<file path="config.mk">
export PLATFORM = sky130hd
export DESIGN_NAME = lsu_bus_bridge
export DESIGN_NICKNAME = d
export VERILOG_FILES = /design/src/rtl/lsu_bus_bridge.sv
export SDC_FILE = /design/constraint.sdc
export NUM_CORES = 1
export LEC_CHECK = 0
export ABC_CLOCK_PERIOD_IN_PS = 4200
export BUFFER_PORTS_ARGS = -buffer_cell sky130_fd_sc_hd__buf_2
export CORE_MARGIN = 4
export CORE_UTILIZATION = 49
export CTS_BUF_LIST = sky130_fd_sc_hd__clkbuf_8
export DETAILED_ROUTE_END_ITERATION = 16
export PLACE_DENSITY = 0.83
export SKIP_CTS_REPAIR_TIMING = 1
export SYNTH_ARGS = -nofsm -noshare
export SYNTH_HDL_FRONTEND = slang
export SYNTH_SLANG_ARGS = --single-unit
</file>
<file path="constraint.sdc">
create_clock -name clk -period 4.2 [get_ports clk]
set_clock_uncertainty 0.05 [all_clocks]
set_input_delay 0.21 -clock clk [delete_from_list [all_inputs] [get_ports clk]]
set_output_delay 0.21 -clock clk [all_outputs]
set_load 0.03 [all_outputs]
</file>
<file path="src/rtl/lsu_bus_bridge.sv">
// Load/store bridge: turns single-cycle core memory requests into a valid/ready
// bus transaction, stalls the core until the response, and flags misalign/timeout.
module lsu_bus_bridge #(
  parameter logic [7:0] TIMEOUT = 8'd255
) (
  input  logic        clk,
  input  logic        reset,
  input  logic        MemRead,
  input  logic        MemWrite,
  input  logic [1:0]  Store,
  input  logic [31:0] Mem_WrAddr,
  input  logic [31:0] Mem_WrData,
  output logic [31:0] ReadData,
  output logic        Stall,
  output logic        bus_req_valid,
  input  logic        bus_req_ready,
  output logic        bus_we,
  output logic [31:0] bus_addr,
  output logic [31:0] bus_wdata,
  output logic [3:0]  bus_be,
  input  logic        bus_rsp_valid,
  input  logic [31:0] bus_rdata,
  output logic        misalign,
  output logic        bus_err
);

  typedef enum logic [1:0] {IDLE, REQ, WAIT, DONE} state_t;

  state_t      state_q, state_d;
  logic [31:0] rdata_q, rdata_d;
  logic        req_valid_q, req_valid_d;
  logic        we_q, we_d;
  logic [31:0] addr_q, addr_d;
  logic [31:0] wdata_q, wdata_d;
  logic [3:0]  be_q, be_d;
  logic        misalign_q, misalign_d;
  logic        err_q, err_d;
  logic [7:0]  cnt_q, cnt_d;

  logic       req;
  logic [3:0] be_calc;
  logic       mis_calc;
  logic       timeout_hit;

  always_comb begin
    req         = MemRead | MemWrite;
    be_calc     = 4'b1111;
    mis_calc    = 1'b0;
    case (Store)
      2'b00: be_calc = 4'b0001 << Mem_WrAddr[1:0];
      2'b01: begin
        be_calc  = Mem_WrAddr[1] ? 4'b1100 : 4'b0011;
        mis_calc = Mem_WrAddr[0];
      end
      default: begin
        be_calc  = 4'b1111;
        mis_calc = (Mem_WrAddr[1:0] != 2'b00);
      end
    endcase
    // The cycle that brings the REQ+WAIT count up to TIMEOUT aborts the access.
    timeout_hit = (cnt_q == (TIMEOUT - 8'd1));
  end

  always_comb begin
    state_d     = state_q;
    rdata_d     = rdata_q;
    req_valid_d = req_valid_q;
    we_d        = we_q;
    addr_d      = addr_q;
    wdata_d     = wdata_q;
    be_d        = be_q;
    misalign_d  = 1'b0;
    err_d       = err_q;
    cnt_d       = cnt_q;

    case (state_q)
      IDLE: begin
        if (req) begin
          if (mis_calc) begin
            misalign_d = 1'b1;
            rdata_d    = 32'd0;
            state_d    = DONE;
          end else begin
            addr_d      = {Mem_WrAddr[31:2], 2'b00};
            wdata_d     = Mem_WrData;
            be_d        = be_calc;
            we_d        = MemWrite;
            req_valid_d = 1'b1;
            cnt_d       = 8'd0;
            state_d     = REQ;
          end
        end
      end
      REQ: begin
        cnt_d = cnt_q + 8'd1;
        if (bus_req_ready && bus_rsp_valid) begin
          req_valid_d = 1'b0;
          if (!we_q) rdata_d = bus_rdata;
          state_d = DONE;
        end else if (timeout_hit) begin
          req_valid_d = 1'b0;
          err_d       = 1'b1;
          rdata_d     = 32'd0;
          state_d     = DONE;
        end else if (bus_req_ready) begin
          req_valid_d = 1'b0;
          state_d     = WAIT;
        end
      end
      WAIT: begin
        cnt_d = cnt_q + 8'd1;
        // A response landing on the timeout cycle still completes normally.
        if (bus_rsp_valid) begin
          if (!we_q) rdata_d = bus_rdata;
          state_d = DONE;
        end else if (timeout_hit) begin
          err_d   = 1'b1;
          rdata_d = 32'd0;
          state_d = DONE;
        end
      end
      DONE: state_d = IDLE;
      default: state_d = IDLE;
    endcase
  end

  always_ff @(posedge clk or posedge reset) begin
    if (reset) begin
      state_q     <= IDLE;
      rdata_q     <= 32'd0;
      req_valid_q <= 1'b0;
      we_q        <= 1'b0;
      addr_q      <= 32'd0;
      wdata_q     <= 32'd0;
      be_q        <= 4'd0;
      misalign_q  <= 1'b0;
      err_q       <= 1'b0;
      cnt_q       <= 8'd0;
    end else begin
      state_q     <= state_d;
      rdata_q     <= rdata_d;
      req_valid_q <= req_valid_d;
      we_q        <= we_d;
      addr_q      <= addr_d;
      wdata_q     <= wdata_d;
      be_q        <= be_d;
      misalign_q  <= misalign_d;
      err_q       <= err_d;
      cnt_q       <= cnt_d;
    end
  end

  assign Stall         = ((state_q == IDLE) && req) || (state_q == REQ) || (state_q == WAIT);
  assign ReadData      = rdata_q;
  assign bus_req_valid = req_valid_q;
  assign bus_we        = we_q;
  assign bus_addr      = addr_q;
  assign bus_wdata     = wdata_q;
  assign bus_be        = be_q;
  assign misalign      = misalign_q;
  assign bus_err       = err_q;

endmodule

</file>
Word-level counts from Yosys, hierarchy flattened

Cells that the tools add are included.

Register bits after elaboration: 112
Output and inout bits: 105
Input bits: 104
Logic and storage cells: 78

Reduce and logical (&&, ||, !) cells: 18
Shifts and indexed selects: 1
Eq/ne operators: 12
Mux-type cells: 34
Add/sub/neg operators: 1
Bitwise gates (word level): 2

Operators by type and width:

| kind                                            | count |
|---|---|
| 2-to-1 mux 32 bit                               | 6 |
| one-hot mux 32 bit (3 select lines)             | 1 |
| 2-to-1 mux 8 bit                                | 2 |
| one-hot mux 8 bit (2 select lines)              | 1 |
| AND reduction 3 bit                             | 5 |
| 2-to-1 mux 2 bit                                | 7 |
| 2-to-1 mux 1 bit                                | 11 |
| inequality test 2 bit, second input constant    | 5 |
| adder 8 x 1 -> 8 bit, second input constant     | 1 |
| == test 8 bit, second input constant            | 1 |
| one-hot mux 2 bit (4 select lines)              | 1 |
| one-hot mux 4 bit (2 select lines)              | 1 |
| nonzero test 2 bit                              | 4 |
| one-hot mux 1 bit (2 select lines)              | 3 |
| == test 2 x 1 -> 1 bit, second input constant   | 2 |
| == test 2 bit, second input constant            | 2 |
| zero test 2 bit                                 | 2 |
| 2-to-1 mux 4 bit                                | 1 |
| inequality test 4 bit, second input constant    | 1 |
| AND reduction 4 bit                             | 1 |
| left shift 1 x 2 -> 4 bit, first input constant | 1 |
| inequality test 3 bit, second input constant    | 1 |
| nonzero test 3 bit                              | 1 |
| logical AND 1 bit                               | 2 |
| other kinds (4)                                 | 5 |

Depth between registers and ports, before layout

Gate-level depths: netlist of run 1.

Word-level depth: 5
Depth in mapped cells: 9
Mapped depth without buffers: 6

Worst setup path after synthesis of run 1

No wires, ideal clock.

Path kind: flip-flop to flip-flop
Start: reg state_q[0]
End: reg addr_q[10] (netlist: bus_addr[10])
Period minus slack after synthesis: 1977 ps
Data required time: 4025 ps
Buffers on the path: 3
Stages on the path, launching flop included: 9
Library setup time: 125 ps
Setup slack: 2223 ps
Data arrival time: 1803 ps
Path through: dfrtp_1 > inv_1 > ha_1 > buf_4 > o21ai_0 > a21oi_2 > buf_4 > buf_4 > mux2_2

Cells in the longest elaborated chain, start to end: 2

RTL lines:

| what                                 | line | RTL |
|---|---|---|
| start, declared                      | 29   | `state_t state_q, state_d;` |
| start signal, assigned               | 140  | `state_q <= state_d;` |
| zero test 2 bit                      | 76   | `case (state_q)` |
| AND reduction 3 bit (no source line) | -    |  |
| end signal, assigned                 | 144  | `addr_q <= addr_d;` |
| end, declared                        | 33   | `logic [31:0] addr_q, addr_d;` |

Every way passes these cells.
A chain may end at the register's enable or synchronous reset.

Final worst setup path of run 1

Start: reg state_q[0]
End: reg addr_q[15] (netlist: bus_addr[15])

Same word-level chain as after synthesis.

==> flow_summary.ini, run 1 <==
[worst_setup_path]
cp-end-kind = flop
crit_path_start_kind = flop
reg2reg_slack_ns = 1.65
critPathMaxFanout = 58
crit_type = flop to flop
cp.required_ns = 4.41
crit_arrival_ns = 2.77

[status]
status = finished with violations
violations = hold timing

[placed_design]
finalWeightedCongestion = 0.8543
port_buffers = 206
pre_cts_ws_ns = 1.668
place_area_um2 = 5712
dp_hpwl_mm = 8.701

[power]
power_w = 0.004850
p_leak_nw = 3.128
ir_drop_uv = 449.6
cellPowerDensity_nw_per_um2 = 784.5

[synth]
yosys.area.top_type = dfrtp_1
synthDistinctLibCells = 47
yosys-top-cells-area = dfrtp_1 (61%), mux2_2 (15%), a22o_1 (5.7%)
ys_seq_area_share_pct = 60.59
yosys.area.top_type_share_pct = 60.59
ys.flop_type = dfrtp_1
synth_edf_count = 0
ys_async_sr_fraction_pct = 100.0
ys_ff_latch = 112
syn_inst = 332
synth_warnings = 0
synth_area_um2 = 4626
avgSynthCellArea_um2 = 13.93

[timing]
rsz0062_at_grt = no
relSlewSlack_pct = 38.29
setup_viol = 0
tns_ns = 0
fin_ws_ns = 1.646
fin_crit_ns = 2.554
timing.final.crit_share_pct = 60.81
slew_violations = 0
fmaxAchievable_mhz = 391.5
timing.final.hold_violations = 5
whs_ns = -0.007331
worstMarginPinSlew_ns = 0.9256

[die]
die_h_um = 105.2
row_count = 35
design.core.area_um2 = 9196
dieArea_um2 = 11060
die_x_um = 105.2
io_pins = 209
start_util_pct = 50.30

[cts]
worstSkewPairLatency_ns = 0.36
h-tree-depth = 3
cts_tree = built
numClockSinks = 112
clockRootBuffer = clkbuf_8
cts.path.max_buffers = 2
numCtsBuffers = 9
cts.reportedPaths.clkPinSlew_ns = 0.12

[global_route]
groute.usage.overall_pct = 20.83
grt_pass1_vias = 3539
antenna_found_initial = 0
gr-total-overflow = 0
grt_pass1_wl_mm = 18.46
grt_max_degree = 77

[cells_and_area]
final_area_um2 = 6182
final_cell_mix = buf_2 (206), dfrtp_1 (112), mux2_2 (63)
layout.nets = 672
syn_to_final_growth_pct = 33.65
num_antenna_cells = 0
final_common_cell = buf_2
drive_gt1_share_pct = 52.65

[drt]
via_per_inst = 5.326
drc = 0
finalWirelength_mm = 12.34
vias = 3606
avgRoutedWirePerCell_um = 18.22
first_pass_iters = 5
drt_iter0_drc = 237
ant_nets = 0

[min_path]
min_path_type = input pin to asynchronous set/reset pin

[run]
drv_cap = 0
## sequential cells by signal, summed over array words and instances, names as in the netlist
register	cells
ReadData	32
bus_wdata	32
bus_addr	30
cnt_q	8
bus_be	4
state_q	2
bus_err	1
bus_req_valid	1
bus_we	1
misalign	1
## worst max-delay path: stages (launching register included)
cell and delay [ns]:
dfrtp_1 0.42, inv_1 0.14, ha_1 0.34, o21ai_0 0.34, a21oi_4 0.40, buf_12 0.34, mux2_2 0.39
## where the power goes
| part | switching, W | internal, W |
|---|---|---|
| logic | 0.00158 | 0.000842 |
| registers | 0.000261 | 0.00151 |
| clock network | 0.000394 | 0.000254 |
## Yosys cell counts (2+ instances only)
cell / n
mux2i_1: 2
a22o_1: 30
a22o_2: 2
inv_1: 8
a21oi_1: 5
buf_2: 7
mux2_2: 63
ha_1: 7
o21ai_0: 9
o221ai_1: 2
o21a_1: 2
nand3_1: 7
o211ai_1: 4
a32oi_1: 3
nor2_1: 7
buf_4: 8
or4_1: 2
or3_1: 3
o311ai_0: 2
nand2_1: 17
o31ai_1: 2
buf_6: 4
dfrtp_1: 112
## path summary, 6_finish.rpt
| kind | start | to | depth (start not counted) |
|---|---|---|---|
| setup / recovery | state_q[0]$_DFFE_PP0P_ | bus_addr[15]$_DFFE_PP0P_ | 6 |
| min in group clk | Mem_WrData[11] | bus_wdata[11]$_DFFE_PP0P_ | 2 |
| hold reg to reg | bus_err$_DFFE_PP0P_ | bus_err$_DFFE_PP0P_ | 1 |
| setup reg to reg | state_q[0]$_DFFE_PP0P_ | bus_addr[15]$_DFFE_PP0P_ | 6 |
| max in group asynchronous | reset | ReadData[2]$_DFFE_PP0P_ | 3 |
| hold / removal | reset | bus_addr[3]$_DFFE_PP0P_ | 2 |
## logic make-up after synthesis
logic type	synth area share, %
compound gates	12.58
xor+xnor	0.1894
fa+ha+maj	1.893
buf+inv	3.679
flops	60.59
mux	15.77
other cells	0.08107
simple gates	5.221
## through the flow
step	util [%]	hold slack, ns	std cells
finish	67.22	-0.007331	677
global route	67.22	-0.003296	677
CTS	64.39	-0.01028	651
detailed placement	62.11	0.3868	635
global placement	62.11	0.3840	635
floorplan	-	0.2997	333
## layer usage
layer	track usage, %	routed length (µm)	vias to the layer above
met2	36.66	6556	143
met1	25.54	4864	1771
met3	5.435	714	15
met4	5.061	201	0
met5	0	0	-
li1	-	-	1677
## final cells by class
class | count | area [µm²]
fillers | 659 | 3014
flip-flops and latches | 112 | 2803
multi-input cells | 194 | 1664
repair buffers | 236 | 1334
well taps | 111 | 138.9
clock buffers | 10 | 137.6
clock inverters | 6 | 72.57
inverters | 8 | 32.53
(Power assumes the default switching activity.)
==> run 2, diff against run 1 <==
--- a/config.mk
+++ b/config.mk
@@ -5,13 +5,13 @@
 export SDC_FILE = /design/constraint.sdc
 export NUM_CORES = 1
 export LEC_CHECK = 0
-export ABC_CLOCK_PERIOD_IN_PS = 4200
+export ABC_CLOCK_PERIOD_IN_PS = 2100
 export BUFFER_PORTS_ARGS = -buffer_cell sky130_fd_sc_hd__buf_2
 export CORE_MARGIN = 4
-export CORE_UTILIZATION = 49
+export CORE_UTILIZATION = 44
 export CTS_BUF_LIST = sky130_fd_sc_hd__clkbuf_8
 export DETAILED_ROUTE_END_ITERATION = 16
-export PLACE_DENSITY = 0.83
+export PLACE_DENSITY = 0.79
 export SKIP_CTS_REPAIR_TIMING = 1
 export SYNTH_ARGS = -nofsm -noshare
 export SYNTH_HDL_FRONTEND = slang
==> constraint.sdc (replaced) <==
create_clock -name clk -period 2.1 [get_ports clk]
set_clock_uncertainty 0.05 [all_clocks]
set_input_delay 0.105 -clock clk [delete_from_list [all_inputs] [get_ports clk]]
set_output_delay 0.105 -clock clk [all_outputs]
set_load 0.03 [all_outputs]
==> flow_summary.ini, run 2 (synthesized netlist as in run 1, its figures left out) <==
[worst_setup_path]
critPathMaxFanout = 16
cp-end-kind = flop
reg2reg_from = state_q[1]$_DFFE_PP0P_
crit_arrival_ns = 2.35
crit_type = flop to flop
cp-startpoint = state_q[1]$_DFFE_PP0P_
cp.required_ns = 2.34
crit_path_start_kind = flop

[die]
dieArea_um2 = 12220
row_count = 37
die_h_um = 110.5
die_x_um = 110.5
start_util_pct = 45.01
design.core.area_um2 = 10280
io_pins = 209

[cells_and_area]
final_cell_mix = buf_2 (205), dfrtp_1 (112), dlygate4sd3_1 (98)
layout.nets = 761
drive_gt1_share_pct = 49.47
final_common_cell = buf_2
final_area_um2 = 7276
num_antenna_cells = 0
syn_to_final_growth_pct = 57.29
fillCellCount = 677

[power]
combPwrFrac_pct = 53.2
cellPowerDensity_nw_per_um2 = 1482
ir_drop_uv = 1087
p_leak_nw = 3.559
clkPwrFrac_pct = 13.7
p_switching_w = 0.004772
seqPwrFrac_pct = 33.1
switching_share_pct = 44.26
power.internal_w = 0.006010

[run]
drv_cap = 0

[timing]
slew_violations = 0
tns_ns = -0.007594
fin_crit_ns = 2.108
relSlewSlack_pct = 60.46
fin_ws_ns = -0.007594
rsz0062_at_grt = yes
fmaxAchievable_mhz = 474.5
timing.final.crit_share_pct = 100.4
setup_viol = 1
timing.final.hold_violations = 0
worstMarginPinSlew_ns = 0.5931

[global_route]
grt_pass1_vias = 3698
grt_max_degree = 113
antenna_found_initial = 0
grt_pass1_wl_mm = 18.66
groute.usage.overall_pct = 18.68
gr-total-overflow = 0

[cts]
cts_tree = built
numCtsBuffers = 9
clockRootBuffer = clkbuf_8
numClockSinks = 112
worstSkewPairLatency_ns = 0.37
cts.path.max_buffers = 2
h-tree-depth = 3
cts.reportedPaths.clkPinSlew_ns = 0.10

[drt]
vias = 4094
finalWirelength_mm = 14.99
ant_nets = 0
avgRoutedWirePerCell_um = 18.95
drc = 0
drt_iter0_drc = 399
first_pass_iters = 4
via_per_inst = 5.176

[placed_design]
port_buffers = 206
place_area_um2 = 5929
dp_hpwl_mm = 8.514
finalWeightedCongestion = 0.8751

[status]
status = finished with violations
violations = setup timing

[min_path]
min_from = Store[1]
min_path_type = input pin to flop
[run 2: cell types whose count changed in the layout (fill, tap and decap cells not counted), moves of 2 or more]
| cell | previous run | this run |
|---|---|---|
| buf_12 | 1 | 8 |
| buf_4 | 3 | 11 |
| buf_6 | 0 | 2 |
| bufinv_16 | 0 | 2 |
| clkinv_8 | 2 | 0 |
| dlygate4sd3_1 | 26 | 98 |
| ha_1 | 7 | 4 |
| ha_4 | 0 | 3 |
| inv_1 | 7 | 5 |
| inv_2 | 0 | 2 |
[run 2: path summary, 6_finish.rpt]
check	to	slack [ns]	depth (start not counted)
min	bus_be[3]$_DFFE_PP0P_	0.03	3
max in group asynchronous	bus_wdata[31]$_DFFE_PP0P_	1.17	4
max reg2reg	ReadData[1]$_DFFE_PP0P_	-0.008	8
min reg2reg	bus_err$_DFFE_PP0P_	0.42	1
min in group asynchronous	bus_wdata[0]$_DFFE_PP0P_	0.36	4
max	ReadData[1]$_DFFE_PP0P_	-0.008	8
[run 2: critical path: stages, from the launching register on]
cell and delay, ns:
dfrtp_1 0.40, inv_2 0.12, ha_4 0.20, nor2b_1 0.24, o221ai_1 0.18, o211ai_1 0.30, buf_4 0.21, buf_12 0.15
a22o_1 0.18
[run 2: through the flow]
step | hold WS, ns | cells | power [W] | setup WS, ns | util [%]
after CTS | -0.1525 | 689 | 0.01012 | -0.08224 | 59.98
after global placement | 0.2671 | 673 | 0.008478 | 0.07900 | 57.69
after global routing | 0.01594 | 791 | 0.01132 | -0.1172 | 70.79
after floorplan | 0.1947 | 333 | 0.006975 | 0.1227 | -
after detailed placement | 0.2753 | 673 | 0.008626 | -0.04404 | 57.69
final | 0.02655 | 791 | 0.01078 | -0.007594 | 70.79
[run 2: per-layer routing]
layer	global-route usage (%)	part of all wire (%)
met4	6.158	2.4
met5	0	0
met3	5.041	6.9
met1	23.86	38
met2	30.91	53
[run 2: area by class of cell]
class,instances,area [µm²],share of cell area [%]
Clock buffer,10,137.6,1.892
Clock inverter,6,97.59,1.341
Inverter,8,33.78,0.4643
Multi-Input combinational cell,194,1737,23.87
Sequential cell,112,2803,38.52
Tap cell,136,170.2,2.339
Timing Repair Buffer,325,2297,31.57
[run 2: power by group through the flow]
stage / clock network, W / logic [W] / registers (W)
final: 0.00148 / 0.00573 / 0.00357
after global routing: 0.00161 / 0.00604 / 0.00367
after CTS: 0.00151 / 0.00509 / 0.00351
after detailed placement: 0 / 0.00508 / 0.00355
after global placement: 0 / 0.00497 / 0.00350
after floorplan: 0 / 0.00186 / 0.00512
